### config.mk
export PLATFORM = sky130hd
export DESIGN_NAME = shift_rows_pipe
export DESIGN_NICKNAME = d
export VERILOG_FILES = /design/src/rtl/shift_rows_pipe.sv
export SDC_FILE = /design/constraint.sdc
export NUM_CORES = 1
export LEC_CHECK = 0
export CAP_MARGIN = 20
export CORE_MARGIN = 2
export CORE_UTILIZATION = 35
export CTS_BUF_LIST = sky130_fd_sc_hd__clkbuf_16
export DETAILED_ROUTE_END_ITERATION = 8
export HOLD_SLACK_MARGIN = 0.12
export SETUP_SLACK_MARGIN = 0.05
export SLEW_MARGIN = 20
export SYNTH_ARGS = -nofsm -noshare
export SYNTH_HDL_FRONTEND = slang
export SYNTH_SLANG_ARGS = --single-unit
### constraint.sdc
create_clock -name clk -period 4.8 [get_ports clk]
set_clock_uncertainty 0.2 [all_clocks]
set_input_delay 0.72 -clock clk [delete_from_list [all_inputs] [get_ports clk]]
set_output_delay 0.72 -clock clk [all_outputs]
set_load 0.05 [all_outputs]
### src/rtl/shift_rows_pipe.sv
// Registered AES ShiftRows / InvShiftRows for NB = 4/6/8 columns, behind a
// 2-entry valid/ready FIFO. Direction and tag are chosen per accepted block.
module shift_rows_pipe #(
    parameter int NB    = 4,
    parameter int TAG_W = 4
) (
    input  logic                clk,
    input  logic                rst,
    input  logic                in_valid,
    output logic                in_ready,
    input  logic                in_inv,
    input  logic [TAG_W-1:0]    in_tag,
    input  logic [32*NB-1:0]    in_state,
    output logic                out_valid,
    input  logic                out_ready,
    output logic [TAG_W-1:0]    out_tag,
    output logic [32*NB-1:0]    out_state,
    output logic [1:0]          occupancy
);
    localparam int          W    = 32 * NB;
    localparam int unsigned NCOL = NB;

    generate
        if (NB != 4 && NB != 6 && NB != 8) begin : g_bad_nb
            $error("shift_rows_pipe: NB must be 4, 6 or 8");
        end
    endgenerate

    typedef enum logic [1:0] {
        EMPTY = 2'd0,
        ONE   = 2'd1,
        FULL  = 2'd2
    } buf_state_t;

    buf_state_t         state;
    logic [W-1:0]       data_q [2];
    logic [TAG_W-1:0]   tag_q  [2];
    logic               rd_ptr;
    logic               wr_ptr;
    logic               push;
    logic               pop;
    logic [W-1:0]       shifted;

    // Row 2/3 offsets grow by one for the 256-bit block.
    function automatic int unsigned row_off(input int unsigned r);
        return (NCOL == 8 && r >= 2) ? r + 1 : r;
    endfunction

    function automatic logic [W-1:0] shift_state(input logic [W-1:0] s, input logic inv);
        logic [W-1:0] o;
        int unsigned  src;
        o = '0;
        for (int unsigned r = 0; r < 4; r++) begin
            for (int unsigned c = 0; c < NCOL; c++) begin
                src = inv ? (c + NCOL - row_off(r)) % NCOL : (c + row_off(r)) % NCOL;
                o[W-1-8*(r+4*c) -: 8] = s[W-1-8*(r+4*src) -: 8];
            end
        end
        return o;
    endfunction

    assign shifted   = shift_state(in_state, in_inv);
    assign in_ready  = !rst && (state != FULL);
    assign out_valid = (state != EMPTY);
    assign push      = in_valid && in_ready;
    assign pop       = out_valid && out_ready;
    assign out_state = data_q[rd_ptr];
    assign out_tag   = tag_q[rd_ptr];
    assign occupancy = state;

    always_ff @(posedge clk) begin
        if (rst) begin
            state  <= EMPTY;
            rd_ptr <= 1'b0;
            wr_ptr <= 1'b0;
            for (int unsigned i = 0; i < 2; i++) begin
                data_q[i] <= '0;
                tag_q[i]  <= '0;
            end
        end else begin
            if (push) begin
                data_q[wr_ptr] <= shifted;
                tag_q[wr_ptr]  <= in_tag;
                wr_ptr         <= !wr_ptr;
            end
            if (pop)
                rd_ptr <= !rd_ptr;
            unique case (state)
                EMPTY:   if (push) state <= ONE;
                ONE: begin
                    if (push && !pop)
                        state <= FULL;
                    else if (pop && !push)
                        state <= EMPTY;
                end
                FULL:    if (pop) state <= ONE;
                default: state <= EMPTY;
            endcase
        end
    end

endmodule
==> metrics.csv <==
metric,value,unit
Multi-input gate area,0.00398,mm²
first-pass GRT wire length,43.0,mm
Final GP Congestion,0.734,
clk_lat worst skew,0.56,ns
worst hold path class,flop to flop,
CP bufs+invs,2,
CP Data Required Time,3.88,ns
Hold WS,0.321,ns
post-route ant nets,0,
post-synth top area share,0.647,
startpoint types,flop,
die area,0.0365,mm²
crit share post-route,0.753,
clock root buffer,clkbuf_16,
power per standard cell area,380,mW/mm²
initial antenna violation count,1,
"most common cell after layout, fill and taps aside",clkdlybuf4s50_1,
Detailed Route WL,28.3,mm
run status,"complete, no violations",
"EDFF count, synth",264,
Placed Area,0.0155,mm²
syn nets,945,
FF-to-FF Start,occupancy[0],
post-cts resize count,0,
CTS Buf Count,31,
"area leader, netlist",edfxtp_1,
most frequent cells in the layout,"clkdlybuf4s50_1, edfxtp_1, and2_1",
DRC viols,0,
TNS Setup,0,ns
Final Instance Area,0.0164,mm²
Leak,6.03,nW
Yosys warning count,0,
Max Cap Violations,0,
synth unique cells,29,
Vias,7237,
Slew @ Worst Pin,0.962,ns
core area,0.0345,mm²
Syn Inst Count,807,
initial DRC count,261,
Yosys reg bits,269,
Critical Path AT,2.69,ns
clock buffer depth,3,
flop-to-flop setup slack,2.42,ns
Max Freq,277,MHz
Starting Density,0.355,
DR pass1 iterations,6,
unrepaired setup endpoints after global routing,no,
worst-path cell chain,"buf_12, mux2_2, clkdlybuf4s50_1",
hold path start,rd_ptr,
Overflow after GRT,0,
Rows,68,
Filler Cell Count,3103,
FF+latch area,0.00803,mm²
Pwr Total,6.21,mW
asr flop ratio synth,0,
Max Slew Vio Count,0,
cts hold-fix bufs,0,
routed wire length per instance,18.3,µm
I/O pin count,273,
Die X,191,µm
"Cell Area, Synth",0.0122,mm²
vias in the first global route,7633,
Clock H-tree levels,1,
Avg Inst Size Synth,15.2,µm²
relative slew slack,0.358,
Final Setup Violations,0,
sequential fraction of the synthesis area,0.655,
Final HPWL DP,17.5,mm
Peak VDD IR,0.244,mV
Synth area leaders,"edfxtp_1, mux2_2, and2_1",
die span in y,191,µm
critical path endpoint category,primary output,
CP max stage delay,0.76,ns
kind of critical path,flop to primary output,
Worst-path clk slew,0.06,ns
# port buffers,272,
Area Growth Syn to Fin,33.6,%
final number of hold-violating endpoints,0,
post-route minimum period,3.61,ns
Crit path max-delay family,buffers and inverters,
CP max FO,105,
clock sinks,269,
worst-path cell with the longest stage delay,clkdlybuf4s50_1,
Tot GR Track Use,0.154,
share of layout cells above drive strength 1,0.214,
largest net degree at the start of global routing,106,
post-CTS setup buffers,0,
routed vias/inst,4.66,
CTS tree,built,
NumNets Final,1212,
Synth Flop Type,edfxtp_1,
[per-stage QoR]
step | worst slack, ns | instances | utilization
finish | 1.19 | 1552 | 0.474
global route | 1.12 | 1551 | 0.474
global placement | 1.49 | 1496 | 0.448
CTS | 1.21 | 1551 | 0.474
floorplan | 1.06 | 807 | -
detailed placement | 1.47 | 1496 | 0.448
[synthesized netlist by cell type, types with 5 or more instances]
cell type	count
and2_1	136
buf_1	5
buf_2	22
clkbuf_1	14
clkbuf_2	5
dfxtp_1	5
edfxtp_1	264
mux2_2	132
mux2i_1	64
nor2_1	93
nor2_4	40
[sequential cells by signal, indices dropped and copies added (netlist names), named ones only]
name,cells
tag_q,8
rd_ptr,1
wr_ptr,1
occupancy,2
data_q,256
[worst min-delay path, delay by kind of cell (launching register included)]
kind,cells,cell delay (ns)
simple gates,1,0.08
flops,1,0.32
xor+xnor,1,0.09
[final cells by class]
cell class / instances / area share
diodes: 1 / 0.000153
flip-flops and latches: 269 / 0.491
clock inverters: 24 / 0.00810
multi-input cells: 487 / 0.243
repair buffers: 285 / 0.176
well taps: 455 / 0.0348
clock buffers: 31 / 0.0474
[worst paths after layout]
check                    to  depth (start not counted)
min reg2reg          rd_ptr                          2
max           out_state[33]                          3
max reg2reg  data_q[0][123]                          4
min                  rd_ptr                          2
[report_power, final]
group / internal [mW] / switching, mW
logic: 0.503 / 0.817
clock network: 1.21 / 0.904
registers: 2.75 / 0.0335
[kinds of logic after synthesis]
logic type,share of synthesized area
AO/OA/AOI/OAI,0.00317
flip-flops,0.655
XOR/XNOR,0.000715
adder cells (fa/ha/maj),0.00102
AND/OR/NAND/NOR,0.143
buffers and inverters,0.0227
multiplexers,0.174
[layer usage]
metal | track usage | vias up | part of all wire
li1 | - | 3441 | -
met1 | 0.200 | 3552 | 0.43
met2 | 0.260 | 209 | 0.48
met3 | 0.0408 | 35 | 0.073
met4 | 0.0328 | 0 | 0.015
met5 | 0 | - | 0
No activity file was read; power rests on OpenSTA's default activity.
